**src/rtl/pwm_pkg.sv**
```systemverilog
// Shared types and constants for the PWM playback path.
package pwm_pkg;

  typedef enum logic [1:0] {
    IDLE,
    PRIME,
    RUN,
    RAMP
  } pwm_state_t;

  localparam logic [7:0] PWM_MIDSCALE           = 8'h80;
  localparam int         PWM_SAMPLE_DIV_DEFAULT = 2500;

  // One ramp step toward midscale; midscale itself is a fixed point.
  function automatic logic [7:0] step_to_mid(input logic [7:0] s);
    logic [7:0] r;
    r = s;
    if (s > PWM_MIDSCALE) begin
      r = s - 8'd1;
    end else if (s < PWM_MIDSCALE) begin
      r = s + 8'd1;
    end
    return r;
  endfunction

endpackage

```
**src/rtl/sync_2ff.sv**
```systemverilog
// One-bit two-flop synchroniser with synchronous active-low reset.
module sync_2ff (
  input  logic clk,
  input  logic rst_n,
  input  logic d,
  output logic q
);

  logic meta_reg;
  logic sync_reg;

  always_ff @(posedge clk) begin
    if (!rst_n) begin
      meta_reg <= 1'b0;
      sync_reg <= 1'b0;
    end else begin
      meta_reg <= d;
      sync_reg <= meta_reg;
    end
  end

  assign q = sync_reg;

endmodule

```
**src/rtl/pwm_playback_ctrl.sv**
```systemverilog
// Tick-paced playback from the show-ahead PWM FIFO into the 8-bit DAC sample,
// with underrun handling and click-free ramps to midscale on start/stop.
module pwm_playback_ctrl
  import pwm_pkg::*;
#(
  parameter int          SAMPLE_DIV     = PWM_SAMPLE_DIV_DEFAULT,
  parameter int          DIV_WIDTH      = 12,
  parameter int          UNDERRUN_LIMIT = 4,
  // Reset value of the underrun counter; nonzero only for bring-up of the saturation path.
  parameter logic [15:0] UNDERRUN_INIT  = 16'h0000
) (
  input  logic        pwmclk,
  input  logic        RESET,
  input  logic        enable,
  input  logic        fifo_empty_n,
  input  logic [15:0] fifo_data,
  output logic        fifo_rd,
  output logic [7:0]  sample,
  output logic        sample_strobe,
  output logic [15:0] underrun_count,
  output logic        active
);

  localparam logic [DIV_WIDTH-1:0] DIV_LAST = DIV_WIDTH'(SAMPLE_DIV - 1);
  localparam logic [7:0]           LIMIT    = 8'(UNDERRUN_LIMIT);

  pwm_state_t           state_reg, state_next;
  logic [DIV_WIDTH-1:0] cnt_reg, cnt_next;
  logic [7:0]           sample_reg, sample_next;
  logic                 rd_reg, rd_next;
  logic                 strobe_reg, strobe_next;
  logic [15:0]          underrun_reg, underrun_next;
  logic [7:0]           consec_reg, consec_next;

  logic                 en_s;
  logic                 tick;
  logic [7:0]           stepped;
  logic [7:0]           consec_inc;
  logic                 unused_fifo_bits;

  sync_2ff u_enable_sync (
    .clk   (pwmclk),
    .rst_n (RESET),
    .d     (enable),
    .q     (en_s)
  );

  assign tick             = (cnt_reg == DIV_LAST);
  assign stepped          = step_to_mid(sample_reg);
  assign consec_inc       = consec_reg + 8'd1;
  assign unused_fifo_bits = ^{fifo_data[15:12], fifo_data[3:0]};

  always_ff @(posedge pwmclk) begin
    if (!RESET) begin
      state_reg    <= IDLE;
      cnt_reg      <= '0;
      sample_reg   <= PWM_MIDSCALE;
      rd_reg       <= 1'b0;
      strobe_reg   <= 1'b0;
      underrun_reg <= UNDERRUN_INIT;
      consec_reg   <= '0;
    end else begin
      state_reg    <= state_next;
      cnt_reg      <= cnt_next;
      sample_reg   <= sample_next;
      rd_reg       <= rd_next;
      strobe_reg   <= strobe_next;
      underrun_reg <= underrun_next;
      consec_reg   <= consec_next;
    end
  end

  always_comb begin
    state_next    = state_reg;
    cnt_next      = cnt_reg;
    sample_next   = sample_reg;
    rd_next       = 1'b0;
    strobe_next   = 1'b0;
    underrun_next = underrun_reg;
    consec_next   = consec_reg;

    case (state_reg)
      IDLE: begin
        cnt_next    = '0;
        sample_next = PWM_MIDSCALE;
        consec_next = '0;
        if (en_s) begin
          state_next = PRIME;
        end else if (fifo_empty_n) begin
          // Alternate-cycle flush so the FIFO's empty flag settles between pops.
          rd_next = !rd_reg;
        end
      end

      PRIME: begin
        // Holding at the last count makes the first RUN cycle a tick.
        cnt_next = DIV_LAST;
        if (!en_s) begin
          state_next = RAMP;
        end else if (fifo_empty_n) begin
          state_next = RUN;
        end
      end

      RUN: begin
        cnt_next = tick ? '0 : cnt_reg + DIV_WIDTH'(1);
        if (tick) begin
          strobe_next = 1'b1;
          if (fifo_empty_n) begin
            rd_next     = 1'b1;
            sample_next = fifo_data[11:4];
            consec_next = '0;
          end else begin
            if (underrun_reg != 16'hFFFF) begin
              underrun_next = underrun_reg + 16'd1;
            end
            consec_next = consec_inc;
            if (consec_inc >= LIMIT) begin
              state_next = RAMP;
            end
          end
        end
        if (!en_s) begin
          state_next = RAMP;
        end
      end

      RAMP: begin
        cnt_next = tick ? '0 : cnt_reg + DIV_WIDTH'(1);
        if (tick) begin
          strobe_next = 1'b1;
          sample_next = stepped;
          if (stepped == PWM_MIDSCALE) begin
            state_next = IDLE;
          end
        end
      end

      default: begin
        state_next = IDLE;
      end
    endcase
  end

  assign fifo_rd        = rd_reg;
  assign sample         = sample_reg;
  assign sample_strobe  = strobe_reg;
  assign underrun_count = underrun_reg;
  assign active         = (state_reg != IDLE);

endmodule

```
**config.mk**
```make
export PLATFORM = sky130hd
export DESIGN_NAME = pwm_playback_ctrl
export DESIGN_NICKNAME = d
export VERILOG_FILES = /design/src/rtl/pwm_pkg.sv /design/src/rtl/sync_2ff.sv /design/src/rtl/pwm_playback_ctrl.sv
export SDC_FILE = /design/constraint.sdc
export NUM_CORES = 1
export LEC_CHECK = 0
export CAP_MARGIN = 10
export CORE_ASPECT_RATIO = 1.25
export CORE_UTILIZATION = 35
export DETAILED_ROUTE_END_ITERATION = 8
export GPL_TIMING_DRIVEN = 0
export PLACE_DENSITY_LB_ADDON = 0.08
export SLEW_MARGIN = 20
export SYNTH_ARGS = -nofsm -noshare
export SYNTH_HDL_FRONTEND = slang
export SYNTH_HIERARCHICAL = 1
export SYNTH_SLANG_ARGS = --single-unit
```
**constraint.sdc**
```tcl
create_clock -name pwmclk -period 2.8 [get_ports pwmclk]
set_input_delay 0.42 -clock pwmclk [delete_from_list [all_inputs] [get_ports pwmclk]]
set_output_delay 0.42 -clock pwmclk [all_outputs]
set_load 0.005 [all_outputs]
```
# After elaboration in Yosys (flattened, before gate mapping)
# Cells that the tools add are included.
# classes
n_bitwise,1
mux,27
eq_ne,15
order_cmp,3
n_reduce_logical,11
addsub,5
# op_table
cell,count
8-bit two-way mux,7
12-bit one-hot mux with 3 select lines,1
8-bit one-hot mux with 3 select lines,1
2-bit two-way mux,9
16-bit by 1-bit adder with 16-bit output (second input constant),1
8-bit by 1-bit adder with 8-bit output (second input constant),2
16-bit != test (second input constant),1
8-bit one-hot mux with 2 select lines,1
12-bit by 1-bit adder with 12-bit output (second input constant),1
12-bit equality test (second input constant),1
12-bit two-way mux,1
3-bit != test (second input constant),4
8-bit equality test (second input constant),1
8-bit by 3-bit greater-or-equal comparator with 1-bit output (second input constant),1
8-bit greater-than comparator (second input constant),1
8-bit less-than comparator (second input constant),1
2-bit != test (second input constant),4
2-bit one-hot mux with 4 select lines,1
4-bit AND reduction,2
8-bit by 1-bit subtractor with 8-bit output (second input constant),1
7-bit AND reduction,1
1-bit two-way mux,5
2-bit equality test (second input constant),2
2-bit AND reduction,2
other kinds (9),10
# totals
regBits,50
out_inout_bits,27
input_bits,20

# Depth between registers and ports, before layout
# logic_depth
ltp_word,7
mapped_depth,9
mapped_depth_nobuf,9

# By module
# The synthesis kept the hierarchy.
# modules_own_cells
module,instances,area_each_um2,cells_each
pwm_playback_ctrl,1,2890.3,360
sync_2ff,1,52.6,4

# Worst setup path after synthesis
# No wires, ideal clock.
# synth_path
path_type,reg-to-reg
start,register sample_reg[0] (netlist: sample[0])
end,register state_reg[1]
setup_ps,70
path_slack_ps,373
path_stages_with_launch,10
arrival_time_ps,2357
cell_sequence,dfxtp_1 -> inv_1 -> ha_1 -> or4b_1 -> a41oi_2 -> o211ai_2 -> nor4_2 -> a41oi_1 -> or3b_1 -> a21oi_1
# synth_via
elab_chain_cells,6
# synth_lines
element,line_no,rtl
"start, declared",pwm_playback_ctrl.sv:29,"logic [7:0] sample_reg, sample_next;"
"start signal, assigned",pwm_playback_ctrl.sv:65,sample_reg <= sample_next;
8-bit by 1-bit adder with 8-bit output or 8-bit less-than comparator (tied branches),"pwm_pkg.sv:21, pwm_pkg.sv:20",
8-bit two-way mux,pwm_pkg.sv:20,end else if (s < PWM_MIDSCALE) begin
8-bit two-way mux *,pwm_pkg.sv:18,if (s > PWM_MIDSCALE) begin
8-bit equality test *,pwm_playback_ctrl.sv:133,if (stepped == PWM_MIDSCALE) begin
2-bit != test (no line) *,--,
7-bit AND reduction (no line) *,--,
"end signal, assigned",pwm_playback_ctrl.sv:63,state_reg <= state_next;
"end, declared",pwm_playback_ctrl.sv:27,"pwm_state_t state_reg, state_next;"
# Every way passes the cells marked *; elsewhere a longest branch is shown, timed or not.
# A chain may end at the register's enable or synchronous reset.

# Final worst setup path
# Ends and elaborated chain as after synthesis.

==> impl_metrics.json <==
{
  "rows": 37,
  "async_flop_share_pct": 0,
  "max_freq_mhz": 381,
  "multi_input_area_um2": 1820,
  "critPathLaunchType": "flop",
  "die_x_um": 84.0,
  "dieArea_um2": 8780,
  "synth_top_area_cell": "dfxtp_1",
  "grt_pass1_vias": 2558,
  "power_leakage_nw": 1.23,
  "period_share_pct": 93.8,
  "port-buffer-count": 38,
  "r2r-end": "state_reg[1]",
  "final_common_cell": "nor2_1",
  "fp.dieH_um": 105,
  "reg2reg_from": "sample[0]",
  "synth.distinct_cells": 59,
  "grt_overflow": 0,
  "wl_per_cell_um": 14.4,
  "holdPathStages": 1,
  "area_growth_pct": 21.9,
  "slew_headroom_pct": 58.7,
  "drcViolationCount": 4,
  "syn_area_per_cell_um2": 8.08,
  "grt_pass1_wl_mm": 12.3,
  "firstDrtPassIters": 8,
  "synth_area_leaders": "dfxtp_1 34%, nor2_1 6.8%, xor2_1 4.8%",
  "hold_violations": 0,
  "yosysSeqAreaShare_pct": 34.0,
  "initial_core_util_pct": 35.9,
  "path_max_fanout": 9,
  "mostFrequentLayoutCells": "53 x nor2_1, 48 x dfxtp_1, 38 x clkdlybuf4s50_1",
  "rsz0062_at_grt": "false",
  "first_iter_violations": 98,
  "diodes": 0,
  "period_minus_slack_ps": 2630,
  "largest_reg_flops": 16,
  "nNetsFinal": 440,
  "ff2ff_path_depth": 9,
  "drive_gt1_share_pct": 8.52,
  "grt_max_degree": 16,
  "core_um2": 8190,
  "htree_num_levels": 2,
  "rrSetupSlack_ps": 170,
  "dp.cells": 499,
  "routed_wl_mm": 7.33,
  "violations": "design-rule violations",
  "peakVddDrop_uv": 172,
  "synthCells": 364,
  "path_class": "flop to flop",
  "grt_usage_pct": 17.2,
  "worstPathArrival_ps": 2870,
  "min_path_type": "flop to flop",
  "clkLatencyLatePin_ps": 310,
  "synth_area_um2": 2940,
  "cts_buffers": 5,
  "power_density_nw_per_um2": 376,
  "gp_congestion": 0.861,
  "yosys_register_bits": 50,
  "min_to": "u_enable_sync/q",
  "clk_pin_slew_ps": 100,
  "antenna_found_initial": 0,
  "ff_latch_area_um2": 1010,
  "ios": 47,
  "nFillCells": 830,
  "clk_path_buf_depth": 2,
  "setup_violations": 0,
  "clock-sinks": 50,
  "tns_ps": 0,
  "yosysWarningCount": 6,
  "dr_total_vias": 2696,
  "cts_tree": "built",
  "synth_fp_nets": 394,
  "maxCapViolCount": 0,
  "hold_path_startpoint": "u_enable_sync/meta_reg",
  "status": "finished with violations",
  "fin_util_pct": 43.8,
  "post_drt_via_cell_ratio": 5.31,
  "cp_data_required_time_ps": 3040,
  "cp-end-kind": "flop",
  "synthFlopType": "dfxtp_1",
  "skew_ps": 14.4,
  "synth_edf_count": 0,
  "drv_slew": 0,
  "ant_nets": 0,
  "netlist.area_leader.share_pct": 34.0,
  "layout.cells.non_filler": 508,
  "cts-root-buf": "clkbuf_8",
  "hpwl_mm": 5.27,
  "tightestPinTransition_ps": 620
}
## power breakdown
group          switching (mW)  leakage [nW]  total (mW)  internal [mW]
sequential            0.00779         0.405       0.724          0.716
combinational          0.0538         0.766       0.105         0.0516
clock                   0.255        0.0579       0.519          0.264
total                   0.317          1.23        1.35           1.03
## area by class of cell
type | count | share of cell area (%)
clock buffers | 5 | 1.92
repair buffers | 39 | 10.8
inverters | 14 | 1.47
plain buffers | 18 | 2.51
multi-input cells | 282 | 50.7
flip-flops and latches | 50 | 28.1
well taps | 97 | 3.38
clock inverters | 3 | 1.12
## repair_timing
action	4_1_cts	5_1_grt
hold buffers	0	0
setup endpoints to repair	2	2
pin swaps	0	2
setup buffers	0	1
gates resized for setup	1	7
## worst max-delay path by stage
stage,from,endpoint,slack [ps],depth (start not counted)
finish,sample[0],state_reg[1],170,9
global route,cnt_reg[3],underrun_count[3],3,8
CTS,sample[1],state_reg[1],2,9
detailed placement,sample[0],state_reg[1],7,9
global placement,sample[0],state_reg[1],20,9
floorplan,sample[0],state_reg[1],370,9
## critical path, stage by stage, from the launching register on
cell and delay, ps:
dfxtp_4 400, inv_2 110, ha_4 170, or4b_1 460, a41oi_2 230, o211ai_2 140, nor4_2 330, a41oi_2 200
or3b_1 400, a21oi_1 130
## through the flow
stage	hold WS [ps]	setup WS, ps	total power, mW	area, um2
6_report	453	173	1.35	3590
5_1_grt	473	2.51	1.40	3590
4_1_cts	458	1.90	1.37	3550
3_5_place_dp	432	7.16	0.844	3440
3_3_place_gp	433	21.8	0.844	3440
2_1_floorplan	412	373	0.801	2940
## logic make-up after synthesis
| family | count (synthesis) | share of synthesized area, % |
|---|---|---|
| buf+inv | 32 | 4.85 |
| simple gates | 167 | 30.1 |
| flops | 50 | 34.0 |
| xor+xnor | 26 | 7.74 |
| fa+ha+maj | 10 | 4.25 |
| compound gates | 77 | 18.3 |
| mux | 2 | 0.680 |
## Yosys cell counts, drive strengths merged (3+ instances only)
| cell type | n |
|---|---|
| and3 | 3 |
| o211ai | 7 |
| or3b | 4 |
| and2 | 4 |
| a21oi | 18 |
| or3 | 6 |
| nor4 | 3 |
| ha | 10 |
| buf | 7 |
| clkbuf | 11 |
| dfxtp | 50 |
| nor3 | 9 |
| nor2b | 7 |
| inv | 14 |
| a211oi | 6 |
| or4b | 3 |
| o21ai | 18 |
| nand3 | 19 |
| o21a | 6 |
| xor2 | 16 |
| a22oi | 5 |
| a211o | 3 |
| nor2 | 53 |
| nand2 | 31 |
| xnor2 | 10 |
| nand4 | 11 |
| a41oi | 3 |
## metal layers
layer / wire length (um) / GRT usage (%)
met5: 0 / 0
met4: 81 / 4.43
met3: 185 / 2.70
met2: 3730 / 30.9
met1: 3330 / 21.2
(Power assumes the default switching activity.)
